### config.mk
export PLATFORM = sky130hd
export DESIGN_NAME = mem_bus_ctrl
export DESIGN_NICKNAME = d
export VERILOG_FILES = /design/src/rtl/mem_bus_ctrl.sv
export SDC_FILE = /design/constraint.sdc
export NUM_CORES = 1
export LEC_CHECK = 0
export ABC_AREA = 1
export CAP_MARGIN = 25
export CORE_MARGIN = 2
export CORE_UTILIZATION = 47
export CTS_BUF_LIST = sky130_fd_sc_hd__clkbuf_4 sky130_fd_sc_hd__clkbuf_8
export DETAILED_ROUTE_END_ITERATION = 12
export PLACE_DENSITY_LB_ADDON = 0.2
export SETUP_SLACK_MARGIN = 0.1
export SYNTH_ARGS = -nofsm -noshare
export SYNTH_HDL_FRONTEND = slang
export SYNTH_SLANG_ARGS = --single-unit
### constraint.sdc
create_clock -name clk -period 2.5 [get_ports clk]
set_input_delay 0.375 -clock clk [delete_from_list [all_inputs] [get_ports clk]]
set_output_delay 0.375 -clock clk [all_outputs]
set_load 0.01 [all_outputs]
### src/rtl/mem_bus_ctrl.sv
// mem_bus_ctrl
//   Bridges the multicycle control unit's single-cycle memRead/memWrite
//   strobes onto a req/ack memory bus. It validates each request, steers
//   byte lanes and replicates store data, formats load data with sign or
//   zero extension, and raises a sticky error on misalignment, an illegal
//   funct3, a slave error or a timeout.
//
// Parameters
//   TIMEOUT    max cycles bus_req may stay high without ack (0 = never)
//
// Ports
//   clk, rst            clock, synchronous active-high reset
//   memRead, memWrite   one-cycle request strobes
//   isInstr             instruction fetch: forces a word load
//   addr, wdata         byte address, store data (rs2)
//   funct3              RISC-V load/store size/sign encoding
//   rdata               formatted load data, held until the next read
//   busy                transaction in flight (decoded from state)
//   done                one-cycle completion pulse
//   error               sticky fault, cleared only by rst
//   bus_req, bus_we     bus request / write enable
//   bus_addr, bus_be    word-aligned address, byte enables
//   bus_wdata           lane-steered store data
//   bus_rdata           bus read data
//   bus_ack, bus_err    transfer complete / slave error
module mem_bus_ctrl #(
  parameter int TIMEOUT = 255
) (
  input  logic        clk,
  input  logic        rst,
  input  logic        memRead,
  input  logic        memWrite,
  input  logic        isInstr,
  input  logic [31:0] addr,
  input  logic [31:0] wdata,
  input  logic [2:0]  funct3,
  output logic [31:0] rdata,
  output logic        busy,
  output logic        done,
  output logic        error,
  output logic        bus_req,
  output logic        bus_we,
  output logic [31:0] bus_addr,
  output logic [3:0]  bus_be,
  output logic [31:0] bus_wdata,
  input  logic [31:0] bus_rdata,
  input  logic        bus_ack,
  input  logic        bus_err
);

  // Wait counter is at least one bit wide so TIMEOUT=0 still elaborates.
  localparam int              CW       = (TIMEOUT > 0) ? $clog2(TIMEOUT + 1) : 1;
  localparam logic [CW-1:0]   TO_LAST  = CW'((TIMEOUT > 0) ? TIMEOUT - 1 : 0);
  localparam logic [CW-1:0]   CNT_MAX  = '1;

  typedef enum logic [1:0] {
    IDLE = 2'd0,
    BUSY = 2'd1,
    ERR  = 2'd2
  } state_t;

  // Decoded form of an incoming request, registered on acceptance.
  typedef struct packed {
    logic        we;
    logic [31:0] addr;
    logic [3:0]  be;
    logic [31:0] wdata;
    logic [2:0]  f3;
    logic [1:0]  off;
  } req_t;

  state_t        state;
  logic [CW-1:0] cnt;
  logic [2:0]    r_f3;
  logic [1:0]    r_off;

  // ---------------------------------------------------------------------
  // Request decode
  // ---------------------------------------------------------------------
  logic       req_rd, req_wr, req_both;
  logic [2:0] f3_eff;
  logic       legal_f3, misal, req_ok;
  req_t       dec;

  always_comb begin
    req_rd   = memRead & ~memWrite;
    req_wr   = memWrite & ~memRead;
    req_both = memRead & memWrite;
    // Fetches always behave as LW regardless of funct3.
    f3_eff   = isInstr ? 3'b010 : funct3;

    // Unsigned variants exist only for loads.
    legal_f3 = 1'b0;
    case (f3_eff)
      3'b000, 3'b001, 3'b010: legal_f3 = 1'b1;
      3'b100, 3'b101:         legal_f3 = req_rd;
      default:                legal_f3 = 1'b0;
    endcase

    misal = 1'b0;
    case (f3_eff[1:0])
      2'b01:   misal = addr[0];
      2'b10:   misal = (addr[1:0] != 2'b00);
      default: misal = 1'b0;
    endcase

    req_ok = legal_f3 & ~misal;

    dec       = '0;
    dec.we    = req_wr;
    dec.addr  = {addr[31:2], 2'b00};
    dec.f3    = f3_eff;
    dec.off   = addr[1:0];
    case (f3_eff[1:0])
      2'b00: begin
        dec.be    = 4'b0001 << addr[1:0];
        dec.wdata = {4{wdata[7:0]}};
      end
      2'b01: begin
        dec.be    = 4'b0011 << {addr[1], 1'b0};
        dec.wdata = {2{wdata[15:0]}};
      end
      default: begin
        dec.be    = 4'b1111;
        dec.wdata = wdata;
      end
    endcase
    // Reads drive no store data onto the bus.
    if (!req_wr) dec.wdata = '0;
  end

  // ---------------------------------------------------------------------
  // Load formatting, using the lane offset captured with the request
  // ---------------------------------------------------------------------
  logic [31:0] lane_sh;
  logic [7:0]  ld_b;
  logic [15:0] ld_h;
  logic [31:0] ld_fmt;

  always_comb begin
    lane_sh = bus_rdata >> {r_off, 3'b000};
    ld_b    = lane_sh[7:0];
    ld_h    = r_off[1] ? bus_rdata[31:16] : bus_rdata[15:0];
    case (r_f3)
      3'b000:  ld_fmt = {{24{ld_b[7]}}, ld_b};
      3'b001:  ld_fmt = {{16{ld_h[15]}}, ld_h};
      3'b100:  ld_fmt = {24'h0, ld_b};
      3'b101:  ld_fmt = {16'h0, ld_h};
      default: ld_fmt = bus_rdata;
    endcase
  end

  assign busy = (state == BUSY);

  // ---------------------------------------------------------------------
  // Control FSM with registered outputs
  // ---------------------------------------------------------------------
  always_ff @(posedge clk) begin
    if (rst) begin
      state     <= IDLE;
      cnt       <= '0;
      r_f3      <= '0;
      r_off     <= '0;
      rdata     <= '0;
      done      <= 1'b0;
      error     <= 1'b0;
      bus_req   <= 1'b0;
      bus_we    <= 1'b0;
      bus_addr  <= '0;
      bus_be    <= '0;
      bus_wdata <= '0;
    end else begin
      done <= 1'b0;
      case (state)
        IDLE: begin
          // Bus responses seen while idle are stale and ignored.
          if (req_both) begin
            state <= ERR;
            error <= 1'b1;
          end else if (req_rd | req_wr) begin
            if (req_ok) begin
              state     <= BUSY;
              cnt       <= '0;
              bus_req   <= 1'b1;
              bus_we    <= dec.we;
              bus_addr  <= dec.addr;
              bus_be    <= dec.be;
              bus_wdata <= dec.wdata;
              r_f3      <= dec.f3;
              r_off     <= dec.off;
            end else begin
              state <= ERR;
              error <= 1'b1;
            end
          end
        end

        BUSY: begin
          // New strobes are not looked at here; the control unit is stalled.
          if (bus_err) begin
            // Slave error takes priority over a coincident ack.
            state   <= ERR;
            error   <= 1'b1;
            bus_req <= 1'b0;
            bus_we  <= 1'b0;
            bus_be  <= '0;
          end else if (bus_ack) begin
            state   <= IDLE;
            done    <= 1'b1;
            bus_req <= 1'b0;
            bus_we  <= 1'b0;
            bus_be  <= '0;
            if (!bus_we) rdata <= ld_fmt;
          end else if ((TIMEOUT > 0) && (cnt == TO_LAST)) begin
            // cnt counts completed wait cycles, so this is the last of
            // TIMEOUT request cycles.
            state   <= ERR;
            error   <= 1'b1;
            bus_req <= 1'b0;
            bus_we  <= 1'b0;
            bus_be  <= '0;
          end else if (cnt != CNT_MAX) begin
            cnt <= cnt + 1'b1;
          end
        end

        ERR: begin
          // Sticky until reset; requests and bus responses are dropped.
          error   <= 1'b1;
          bus_req <= 1'b0;
        end

        default: begin
          state <= ERR;
          error <= 1'b1;
        end
      endcase
    end
  end

endmodule

==> results <==
routing by layer:
metal	vias to the layer above	share of wire (%)	global-route usage, %
met3	29	7.4	5.76
met5	-	0	0
li1	3184	-	-
met4	0	2.0	11.3
met1	2784	44	32.8
met2	220	47	43.5
power breakdown:
| group | leakage, uW | switching, uW | internal, uW |
|---|---|---|---|
| Sequential | 0.000951 | 159 | 2130 |
| Clock | 0.000213 | 794 | 1060 |
| Combinational | 0.00231 | 1140 | 1020 |
stage by stage:
stage               worst slack, ns  std cells  hold slack [ns]  total power [uW]  util [%]
floorplan                     0.384        843            0.450              3510         -
global placement             0.0938       1190            0.451              4440      67.4
detailed placement          -0.0372       1190            0.452              4470      67.4
CTS                           0.284       1222            0.468              6340      70.9
global route                  0.238       1222            0.487              6690      70.9
finish                        0.321       1222            0.468              6310      70.9
sequential cells by signal, indices dropped and copies added, names as in the netlist:
register   cells
state          2
bus_req        1
error          1
r_off          2
r_f3           3
bus_be         4
bus_addr      30
rdata         32
done           1
bus_we         1
bus_wdata     32
cnt            8
final timing paths:
path	end	start	cells after the start	slack (ns)
hold reg to reg	error$_SDFFE_PP0P_	error$_SDFFE_PP0P_	1	0.47
setup reg to reg	rdata[31]$_SDFFE_PP0P_	state[1]$_SDFFE_PP0P_	11	0.50
hold / removal	error$_SDFFE_PP0P_	error$_SDFFE_PP0P_	1	0.47
setup / recovery	busy	state[1]$_SDFFE_PP0P_	3	0.32
layout by cell type (no fill, tap or decap), types with 2 or more instances in the layout:
| cell type | n |
|---|---|
| clkdlybuf4s50_1 | 208 |
| nor2_1 | 162 |
| nand2_1 | 127 |
| dfxtp_1 | 117 |
| o21ai_0 | 95 |
| a21oi_1 | 56 |
| inv_1 | 55 |
| nand3_1 | 50 |
| o21ai_1 | 23 |
| clkbuf_8 | 19 |
| buf_4 | 18 |
| ha_1 | 13 |
| nor3_1 | 12 |
| a31oi_1 | 10 |
| o211a_1 | 9 |
| a21oi_2 | 9 |
| buf_12 | 9 |
| o211ai_1 | 8 |
| o21bai_1 | 6 |
| inv_2 | 5 |
| a211oi_2 | 4 |
| nor2_4 | 4 |
| o21a_1 | 3 |
| bufinv_16 | 3 |
| clkinv_4 | 3 |
| nand4_1 | 2 |
| or2_2 | 2 |
| a22oi_1 | 2 |
| nand3_2 | 2 |
| nand2_2 | 2 |
| conb_1 | 2 |
| clkbuf_4 | 2 |
| clkinvlp_4 | 2 |
| clkinv_2 | 2 |
area by class of cell:
cell class | count | area, um^2 | share of cell area (%)
multi-input cells | 609 | 3020 | 35.0
repair buffers | 235 | 2400 | 27.8
flip-flops and latches | 117 | 2340 | 27.2
clock buffers | 21 | 277 | 3.21
inverters | 61 | 229 | 2.66
well taps | 168 | 210 | 2.44
clock inverters | 11 | 150 | 1.74
cells by family (layout without fill, tap and decap cells):
group	count (synthesis)	count (layout)	synth area share (%)
buffers and inverters	117	328	9.30
flip-flops	117	117	39.7
adder cells (fa/ha/maj)	13	13	2.75
other	1	2	0.0635
AO/OA/AOI/OAI	226	226	22.0
XOR/XNOR	2	2	0.297
AND/OR/NAND/NOR	366	366	25.9
critical path, cell delays in order, from the launching register on:
cell and delay (ns):
dfxtp_1 0.33, inv_1 0.10, ha_1 0.34, clkdlybuf4s50_1 0.60
==> impl_summary.md <==
CTS
The count of clock tree sinks is 117. Clock latency on the worst-skew pair, taken at its later pin, is 0.45 ns. TritonCTS built the clock tree.

The number of setup buffers added after CTS is 0. After clock tree synthesis, the flow added hold-fix buffers numbering 0. In this run, CTS created clock tree buffers numbering 17. The clock tree root driver cell is clkbuf_8. The clock transition at the register clock pins on the worst setup and hold paths after CTS is 0.07 ns. The maximum level of the CTS H-tree is 4. In this run the deepest clock path goes through 2 buffers. Gates resized during post-CTS repair numbered 0.

Synthesis
In this run, synthesis inferred 0 flip-flops with an integrated enable. The number of distinct library cells after synthesis is 37. Ranked by total cell area, the synthesized netlist is headed by dfxtp_1, nor2_1, nand2_1, o21ai_0, a21oi_1. Synthesis produced 842 cells. The area of the mapped netlist is 0.00591 mm^2. The mean instance size in the synthesized netlist is 7.01 um^2. For this run, asynchronously set or reset flops after synthesis account for 0%. Among all cell types in the netlist, the one instantiated most often is nor2_1.

For this run, the leading register cell type out of synthesis is dfxtp_1. The sequential cell area fraction in the yosys report is 39.7%. The number of warning messages in the yosys log is 0. By count the netlist is led by nor2_1, nand2_1, dfxtp_1. The top cell type by area accounts for 39.7% of the synthesized area.

The largest total area in the synthesized netlist belongs to dfxtp_1. The number of register bits inferred by synthesis is 117.

Placement
Detailed placement finished with a half-perimeter wire length of 12.9 mm. The routability congestion estimate from global placement is 0.886. Buffers placed on the I/O ports in this run total 208. The total placed instance area is 0.00820 mm^2.

Critical path
Data on the critical path is required at its endpoint by 2.12 ns. STA classifies the critical path startpoint as a flop. The setup path with the least slack is of type reg -> out.

Of all nets on the critical path, the largest fanout is 8. At the worst endpoint, the arrival time is 1.80 ns. The endpoint kind of the worst setup timing path is a primary output.

Power
In this run the static leakage power is 0.00347 uW. The power per cell area is 732 mW/mm^2. The worst-case vdd ir drop is 0.000515 V.

Cells and area
Relative to the synthesized area, the layout overhead comes to 46.0%. The final net count is 1160. Of the cells placed in the final design, the portion with a size suffix greater than 1 is 8.44%.

The finished cells cover 0.00862 mm^2. The total inserted antenna cells is 0. The total of fill cells in the finished design is 1014.

Timing
The share of the cycle needed by the critical path after routing is 87.2%. Measured against its own limit, the worst slew margin works out to 65.5%. The total count of max-transition violations in the final report was 0. Setup repair after global routing left no endpoint under its margin.

At the pin with the least slew margin, the transition time is 0.516 ns. The number of hold violations in the final report is 0. The clock arrives with 0.00721 ns of skew. Summed over all failing endpoints, the final setup total negative slack is 0 ns. For this run, the top clock speed supported by timing is 459 MHz. The post-layout minimum cycle time is 2.18 ns. Setup violations remaining at the end of the flow were counted as 0.

Route
The detailed-router iteration count before antenna repair is 7. For this block, the via count after detailed routing is 6217. The count of nets left with antenna violations once routing finished came out at 0. The starting DRC count in detailed routing is 440. For this run, design rule violations remaining after detail routing come to 0. The detailed-route vias per instance is 5.09.

For this block, the routed nets add up to 17.8 mm of wire. After detailed routing, the average wire length per cell comes to 14.6 um.

Floorplan
The area of the placeable core is 0.0122 mm^2. The floorplan has 40 rows. The die covers 0.0135 mm^2.

The initial utilization of the core area, before any placement, comes to 48.6%. The vertical die dimension is 116 um. The total I/O pin count is 211.

Measured along the x axis, the die boundary spans 116 um.

Global routing
Entering global routing, the biggest net connects 49 pins. The overall track demand over capacity in global routing is 26.1%. The first-pass GRT wire length is 27.7 mm. The number of antenna violations at the first check in global routing is 0. The number of global-route vias before repair came to 5632. The total congestion overflow is 0.

Run status
The run finished with clean final reports.

Worst hold path
The type of the most critical hold path is reg -> reg.

Run
Max-cap violations in this run came to 0.
No activity file was read; power rests on OpenSTA's default activity.
